$ cat src/rtl/bus_rv32_fifo_responder.sv
// ---------------------------------------------------------------------------
// cpu_reg_package: bus widths shared by the CPU register blocks.
//
// bus_rv32_fifo_responder: four-register CPU window (TXDATA, RXDATA, STATUS,
// CTRL) in front of two small FIFOs. The CPU fills the TX FIFO and an
// external reader drains it. An external writer fills the RX FIFO and the
// CPU drains it.
//
// Ports
//   clk_i, reset_i       clock, synchronous active-high reset
//   address_i            CPU bus address (address_width bits)
//   we_i                 CPU register-write strobe
//   we_ram_i             RAM byte enables (not used here)
//   data_i               CPU write data
//   data_o               registered read data (0 when not addressed)
//   irq_o                registered interrupt request
//   module_busy_o        registered "TX FIFO not empty"
//   ext_push_*           external writer into the RX FIFO
//   ext_pop_*            external reader of the TX FIFO (show-ahead head)
//
// Handshakes: a transfer on ext_push_* or ext_pop_* happens on a rising clk
// edge where valid and ready are both 1. Valid never depends on ready.
// Ready may depend on FIFO fill and reset, but never on valid.
// ---------------------------------------------------------------------------
package cpu_reg_package;
   localparam int address_width = 32;
   localparam int data_width    = 32;
endpackage

module bus_rv32_fifo_responder
   import cpu_reg_package::*;
#(
   parameter logic [address_width-1:0] BASE_ADDR = 32'h0000_9000,
   parameter int                       DEPTH     = 8
) (
   input  logic                     clk_i,
   input  logic                     reset_i,
   input  logic [address_width-1:0] address_i,
   input  logic                     we_i,
   input  logic [3:0]               we_ram_i,
   input  logic [data_width-1:0]    data_i,
   output logic [data_width-1:0]    data_o,
   output logic                     irq_o,
   output logic                     module_busy_o,
   input  logic                     ext_push_valid_i,
   input  logic [31:0]              ext_push_data_i,
   output logic                     ext_push_ready_o,
   output logic                     ext_pop_valid_o,
   output logic [31:0]              ext_pop_data_o,
   input  logic                     ext_pop_ready_i
);

   localparam int         PW      = $clog2(DEPTH);
   localparam logic [3:0] DEPTH_C = 4'(DEPTH);

   // Byte enables belong to the RAM path on the shared bus.
   logic unused_we_ram;
   assign unused_we_ram = ^we_ram_i;

   // Storage (not reset; pointers and counts define validity)
   logic [31:0] rx_mem_q [DEPTH];
   logic [31:0] tx_mem_q [DEPTH];

   // State
   logic [PW-1:0]         rx_wr_ptr_q, rx_wr_ptr_d, rx_rd_ptr_q, rx_rd_ptr_d;
   logic [PW-1:0]         tx_wr_ptr_q, tx_wr_ptr_d, tx_rd_ptr_q, tx_rd_ptr_d;
   logic [3:0]            rx_count_q, rx_count_d, tx_count_q, tx_count_d;
   logic                  irq_en_q, irq_en_d;
   logic                  tx_ovf_q, tx_ovf_d;
   logic                  rx_udf_q, rx_udf_d;
   logic                  rx_sel_prev_q, rx_sel_prev_d;
   logic [data_width-1:0] data_q, data_d;
   logic                  irq_q, irq_d;
   logic                  busy_q, busy_d;

   // Decode and handshake terms
   logic        sel_tx, sel_rx, sel_status, sel_ctrl;
   logic        rx_empty, rx_full, tx_empty, tx_full;
   logic        rx_push, rx_rd, rx_rd_first, rx_pop;
   logic        tx_write, tx_push, tx_pop, ctrl_write;
   logic [31:0] status_word;

   assign rx_empty = (rx_count_q == 4'd0);
   assign rx_full  = (rx_count_q == DEPTH_C);
   assign tx_empty = (tx_count_q == 4'd0);
   assign tx_full  = (tx_count_q == DEPTH_C);

   assign ext_push_ready_o = !rx_full && !reset_i;
   assign ext_pop_valid_o  = !tx_empty && !reset_i;
   assign ext_pop_data_o   = tx_mem_q[tx_rd_ptr_q];

   assign data_o        = data_q;
   assign irq_o         = irq_q;
   assign module_busy_o = busy_q;

   always_comb begin
      sel_tx     = (address_i == BASE_ADDR);
      sel_rx     = (address_i == BASE_ADDR + address_width'(4));
      sel_status = (address_i == BASE_ADDR + address_width'(8));
      sel_ctrl   = (address_i == BASE_ADDR + address_width'(12));

      rx_push     = ext_push_valid_i && ext_push_ready_o;
      rx_rd       = !we_i && sel_rx;
      // Only the first cycle of a held RXDATA read consumes an entry.
      rx_rd_first = rx_rd && !rx_sel_prev_q;
      rx_pop      = rx_rd_first && !rx_empty;

      tx_write   = we_i && sel_tx;
      tx_push    = tx_write && !tx_full;
      tx_pop     = ext_pop_valid_o && ext_pop_ready_i;
      ctrl_write = we_i && sel_ctrl;

      status_word        = '0;
      status_word[0]     = rx_empty;
      status_word[1]     = rx_full;
      status_word[2]     = tx_empty;
      status_word[3]     = tx_full;
      status_word[4]     = tx_ovf_q;
      status_word[5]     = rx_udf_q;
      status_word[11:8]  = rx_count_q;
      status_word[19:16] = tx_count_q;
   end

   always_comb begin
      rx_wr_ptr_d   = rx_wr_ptr_q;
      rx_rd_ptr_d   = rx_rd_ptr_q;
      rx_count_d    = rx_count_q;
      tx_wr_ptr_d   = tx_wr_ptr_q;
      tx_rd_ptr_d   = tx_rd_ptr_q;
      tx_count_d    = tx_count_q;
      irq_en_d      = irq_en_q;
      tx_ovf_d      = tx_ovf_q;
      rx_udf_d      = rx_udf_q;
      rx_sel_prev_d = rx_rd;
      data_d        = '0;

      if (rx_push) rx_wr_ptr_d = rx_wr_ptr_q + PW'(1);
      if (rx_pop)  rx_rd_ptr_d = rx_rd_ptr_q + PW'(1);
      if (rx_push && !rx_pop)      rx_count_d = rx_count_q + 4'd1;
      else if (!rx_push && rx_pop) rx_count_d = rx_count_q - 4'd1;

      if (tx_push) tx_wr_ptr_d = tx_wr_ptr_q + PW'(1);
      if (tx_pop)  tx_rd_ptr_d = tx_rd_ptr_q + PW'(1);
      if (tx_push && !tx_pop)      tx_count_d = tx_count_q + 4'd1;
      else if (!tx_push && tx_pop) tx_count_d = tx_count_q - 4'd1;

      // Clears first, sets afterwards: a same-cycle set wins.
      if (ctrl_write) begin
         irq_en_d = data_i[0];
         if (data_i[1]) tx_ovf_d = 1'b0;
         if (data_i[2]) rx_udf_d = 1'b0;
      end
      if (tx_write && tx_full)     tx_ovf_d = 1'b1;
      if (rx_rd_first && rx_empty) rx_udf_d = 1'b1;

      // Reads return 0 unless a readable register is addressed; a held
      // RXDATA read keeps returning the word from the first cycle.
      if (!we_i) begin
         if (sel_rx) begin
            if (rx_rd_first) data_d = rx_empty ? '0 : rx_mem_q[rx_rd_ptr_q];
            else             data_d = data_q;
         end else if (sel_status) begin
            data_d = status_word;
         end else if (sel_ctrl) begin
            data_d = {31'b0, irq_en_q};
         end
      end

      irq_d  = irq_en_q && (!rx_empty || tx_ovf_q || rx_udf_q);
      busy_d = !tx_empty;
   end

   always_ff @(posedge clk_i) begin
      if (reset_i) begin
         rx_wr_ptr_q   <= '0;
         rx_rd_ptr_q   <= '0;
         rx_count_q    <= '0;
         tx_wr_ptr_q   <= '0;
         tx_rd_ptr_q   <= '0;
         tx_count_q    <= '0;
         irq_en_q      <= 1'b0;
         tx_ovf_q      <= 1'b0;
         rx_udf_q      <= 1'b0;
         rx_sel_prev_q <= 1'b0;
         data_q        <= '0;
         irq_q         <= 1'b0;
         busy_q        <= 1'b0;
      end else begin
         rx_wr_ptr_q   <= rx_wr_ptr_d;
         rx_rd_ptr_q   <= rx_rd_ptr_d;
         rx_count_q    <= rx_count_d;
         tx_wr_ptr_q   <= tx_wr_ptr_d;
         tx_rd_ptr_q   <= tx_rd_ptr_d;
         tx_count_q    <= tx_count_d;
         irq_en_q      <= irq_en_d;
         tx_ovf_q      <= tx_ovf_d;
         rx_udf_q      <= rx_udf_d;
         rx_sel_prev_q <= rx_sel_prev_d;
         data_q        <= data_d;
         irq_q         <= irq_d;
         busy_q        <= busy_d;
      end
   end

   always_ff @(posedge clk_i) begin
      if (rx_push)             rx_mem_q[rx_wr_ptr_q] <= ext_push_data_i;
      if (tx_push && !reset_i) tx_mem_q[tx_wr_ptr_q] <= data_i;
   end

endmodule

$ cat config.mk
export PLATFORM = sky130hd
export DESIGN_NAME = bus_rv32_fifo_responder
export DESIGN_NICKNAME = d
export VERILOG_FILES = /design/src/rtl/bus_rv32_fifo_responder.sv
export SDC_FILE = /design/constraint.sdc
export NUM_CORES = 1
export LEC_CHECK = 0
export BUFFER_PORTS_ARGS = -buffer_cell sky130_fd_sc_hd__buf_2
export CORE_MARGIN = 3
export CORE_UTILIZATION = 64
export DETAILED_ROUTE_END_ITERATION = 7
export HOLD_SLACK_MARGIN = 0.15
export PLACE_DENSITY = 0.92
export SYNTH_ARGS = -nofsm -noshare
export SYNTH_HDL_FRONTEND = slang
export SYNTH_SLANG_ARGS = --single-unit
$ cat constraint.sdc
create_clock -name clk_i -period 12.9 [get_ports clk_i]
set_clock_uncertainty 0.1 [all_clocks]
set_input_delay 1.935 -clock clk_i [delete_from_list [all_inputs] [get_ports clk_i]]
set_output_delay 1.935 -clock clk_i [all_outputs]
set_load 0.05 [all_outputs]
; Word level (Yosys, flattened, before mapping)
; Memory sizes are Yosys's and may differ from the RTL's. A register that Yosys moved wholly into a read port is not among the register bits.
; Cells that the tools add are included.
[word_totals]
ramBits = 512
in_bits = 105
word_cells = 95
register_bits = 58
memories = 2
[memory_table]
columns = memory, words, width, rd, rd_clocked_by_memory_dff, write_ports, line
row1 = rx_mem_q, 8, 32, 1, 1, 1, 61  ; logic [31:0] rx_mem_q [DEPTH];
row2 = tx_mem_q, 8, 32, 1, 1, 1, 62  ; logic [31:0] tx_mem_q [DEPTH];
[classes]
n_eq_ne = 7
n_reduce_logical = 42
n_mux = 23
add_sub_neg = 8
[op_table]
columns = cell, count
row1 = $eq 32x16->1 const B, 4
row2 = $mux 32, 3
row3 = $mux 20, 1
row4 = $logic_and 1x1->1, 18
row5 = $mux 4, 4
row6 = $add 3x1->3 const B, 4
row7 = $mux 3, 4
row8 = $reduce_bool 2->1, 6
row9 = $logic_not 1->1, 11
row10 = $mux 1, 11
row11 = $add 4x1->4 const B, 2
row12 = $eq 4x4->1 const B, 2
row13 = $logic_not 4->1, 2
row14 = $sub 4x1->4 const B, 2
row15 = $reduce_and 2->1, 2
row16 = $logic_or 1x1->1, 2
row17 = $ne 2x1->1 const B, 1
row18 = $reduce_or 2->1, 1

; Logic depth before layout (Yosys ltp)
[logic_depth]
ltp_word = 8
ltp_mapped = 13

; Worst setup path before layout
; Ideal clock, no wire load.
[synth_path]
kind = input to register
startpoint = input port address_i[18]
endpoint = memory tx_mem_q[0][0], enable pin
t_required_ns = 12.287
path_buffers = 1
arrival_ns = 6.454
setup_slack_ns = 5.833
setup_time_ns = 0.513
cell_stages = 5
cell_sequence = nor4_2 > nand4_2 > or3_2 > clkbuf_1 > nor4b_1
[synth_via]
elab_chain_cells = 6
[synth_lines]
columns = element, line
row1 = "start, declared", 38  ; input logic [address_width-1:0] address_i,
row2 = $eq 32x16->1, 97  ; sel_tx = (address_i == BASE_ADDR);
row3 = $logic_and 1x1->1, 108  ; tx_write = we_i && sel_tx;
row4 = $logic_and 1x1->1, 109  ; tx_push = tx_write && !tx_full;
row5 = $logic_and 1x1->1, 207  ; if (tx_push && !reset_i) tx_mem_q[tx_wr_ptr_q] <= data_i;
row6 = $mux 1, 207
row7 = $mux 1 (not written as such), 207
row8 = "end, declared", 62
; Every way passes these cells.

==> run metrics <==
outcome=finished clean; drt pass-1 iters=5; Synth area leaders=edfxtp_1 (70%), mux4_2 (13%), dfxtp_1 (5.8%); syn_nets=1160; Met1 Wirelength=18.6 mm; Post-CTS Hold Buffers=0; first-pass GRT wire length=79.8 mm; vias in the first global route=12100; switch share=0.205; Die Span Y=192 um; GP Congestion=0.859; DRC=0; WL/cell=30.9 um; Final Instance Area=25400 um2; CTS tree=done; CTS sink cnt=576; # IOs=173; register area share after synthesis=0.756; endpoints failing hold=0; power density cells=153 nW/um2; num rows=67; CP required=10860 ps; leak pwr=8.23 nW; initial antenna violation count=8; Die ar.=36700 um2; filler instances=1660; Yosys warning count=0; Slowest-stage cell, CP=buf_4; final setup violating endpoints=0; #FFs+latches synth=576; Rel. slew slack=0.0794; Syn Inst Count=1043; VDD IR max=0.000146 V; CTS buffer count=54; met2 WL=28.1 mm; Syn Area/Cell=21.1 um2; sequential power share=0.529; Period minus WS final=5230 ps; vias per cell=6.68; worst skew pair latency=590 ps; max_cap viols=0; worst-path fanout max=54; Final HPWL DP=28.2 mm; Nets=1363; Period Utilization, post-route=0.406; pin count of the biggest net entering global routing=65; clock network fraction of design power=0.429; kind of critical path=reg -> out; placed cell count=1638; core area=33700 um2; final max-slew violation count=0; drt total wl=53.9 mm; Buf+Inv Stages, Crit Path=2; post_cts resized=0; Overflow after GRT=0; Sum Neg Setup Slack=0 ps; Starting Density=0.654; Reg area=16700 um2; Post-Syn Area=22000 um2; Gate power share=0.042; arrival time of the worst setup path=3200 ps; footprint of the multi-input gates=5230 um2; CTS H-tree depth=2; Cell Chain, Critical Path=buf_4 > mux4_2 > mux2_2 > buf_2; Initial DRC Count=1468; Port-buffer cells=168; CTS clock-pin slew for the worst setup and hold paths=60 ps; CTS root buf=clkbuf_16; Setup WS post-layout=7670 ps; post-synth top area share=0.697; area grow syn2layout=15.4%; largest area contributor in the netlist=edfxtp_1; RSZ-0062 raised after global routing=false; met3 WL post-DR=4.88 mm; routed via count=11600; pre-CTS setup slack=7610 ps; cell internal pwr=0.00308 W; Worst setup EP type=primary output; Tightest Pin Transition=1370 ps; Total GRT Usage=0.300; Psw=0.000795 W; HP Class=reg -> reg; Fmax=191 MHz; Finished Layout Cells=1744; Setup Fix Bufs, Post-CTS=0; startpoint types=register; Critical Path Max Stage Delay=890 ps; DIE WIDTH=192 um; Post-DRT Antenna Nets=0; Synth cell types=49; Cell Area, Placed=23600 um2; Max Used Layer=met5; clk buf depth=3; CP delay by family, top=buffers and inverters; share of cells above drive strength 1=0.387
[routing by layer]
layer,global-route usage,vias to the layer above
li1,-,4748
met5,0,-
met4,0.116,8
met3,0.0604,150
met2,0.521,780
met1,0.378,5957
[stage by stage]
step	hold slack, ps	util	total power (W)
floorplan	363	-	0.00218
global placement	340	0.699	0.00224
detailed placement	349	0.699	0.00225
CTS	370	0.754	0.00389
global route	391	0.755	0.00398
finish	379	0.755	0.00388
[final timing paths]
kind,start,depth (start not counted),slack [ps],end
worst max-delay path,register,4,7670,ext_pop_data_o[26]
worst max register to register,rx_count_q[0],5,9540,rx_mem_q[4][12]
worst min-delay path,data_o[20],1,380,data_o[20]
worst min register to register,data_o[20],1,380,data_o[20]
[flip-flops by register name (all words and copies together) (netlist names), named ones only]
register       count
rx_sel_prev_q      1
module_busy_o      1
irq_o              1
data_o            32
tx_count_q         4
rx_wr_ptr_q        3
irq_en_q           1
rx_mem_q         256
tx_rd_ptr_q        3
rx_rd_ptr_q        3
rx_udf_q           1
rx_count_q         4
tx_ovf_q           1
tx_mem_q         256
tx_wr_ptr_q        3
[Yosys cell counts (all sizes together)]
| library cell | n |
|---|---|
| nand2b | 8 |
| nor4b | 3 |
| buf | 22 |
| a311oi | 1 |
| xor2 | 5 |
| mux2i | 26 |
| clkbuf | 29 |
| and2b | 1 |
| o41ai | 1 |
| nand3b | 1 |
| o2bb2ai | 18 |
| a21oi | 11 |
| mux2 | 43 |
| a21o | 3 |
| nand3 | 6 |
| a21bo | 1 |
| fa | 2 |
| a211o | 1 |
| xnor2 | 6 |
| inv | 8 |
| or3 | 6 |
| o21ai | 6 |
| nor2 | 40 |
| edfxtp | 512 |
| nor3 | 36 |
| or2 | 2 |
| mux4 | 128 |
| nor4 | 10 |
| dfxtp | 64 |
| a221oi | 11 |
| a211oi | 3 |
| nand2 | 11 |
| nor3b | 2 |
| ha | 10 |
| nor2b | 1 |
| and4bb | 1 |
| nand4 | 3 |
| or4 | 1 |
[worst reg2reg max path: cells and delay by family, from the launching register on]
family	cells	cell delay (ps)
simple gates	3	1310
buf+inv	1	410
flops	1	490
compound gates	1	710
[cell usage in the layout, fill, tap and decap left out, types with 6 or more instances in the layout]
cell	instances
nand3_1	6
mux2_2	43
edfxtp_1	512
dfxtp_1	59
clkinv_2	9
nor2_1	32
clkbuf_16	54
buf_2	168
nand2_1	11
o2bb2ai_2	10
a221oi_1	11
nand2b_1	8
o2bb2ai_1	8
mux2i_1	26
xnor2_1	6
mux4_2	128
clkbuf_1	15
nor2_4	7
nor4_2	6
ha_1	10
buf_4	30
clkbuf_8	8
inv_1	8
nor3_1	31
bufinv_16	8
a21oi_1	11
[cell type report]
cell class / instances / share of cell area
sequential: 576 / 0.655
multi-input combinational: 408 / 0.206
clock buffer: 77 / 0.0597
timing repair buffer: 198 / 0.0419
tap: 448 / 0.0220
clock inverter: 24 / 0.0137
inverter: 8 / 0.00118
antenna: 5 / 0.000492
[cell families after synthesis]
family | Yosys count | share of synthesized area
DFF | 576 | 0.756
muxes | 197 | 0.165
and+or+nand+nor | 132 | 0.0343
buffers and inverters | 59 | 0.0117
AOI/OAI and AO/OA | 56 | 0.0219
adders and majority gates | 12 | 0.00749
xor gates and xnor gates | 11 | 0.00437
[power groups by stage]
stage	registers, W	clock network [W]	logic [W]
detailed placement	0.00209	0	0.000155
finish	0.00205	0.00166	0.000162
CTS	0.00205	0.00168	0.000161
global placement	0.00209	0	0.000145
floorplan	0.00209	0	0.0000917
global route	0.00205	0.00175	0.000172
(Power assumes the default switching activity.)
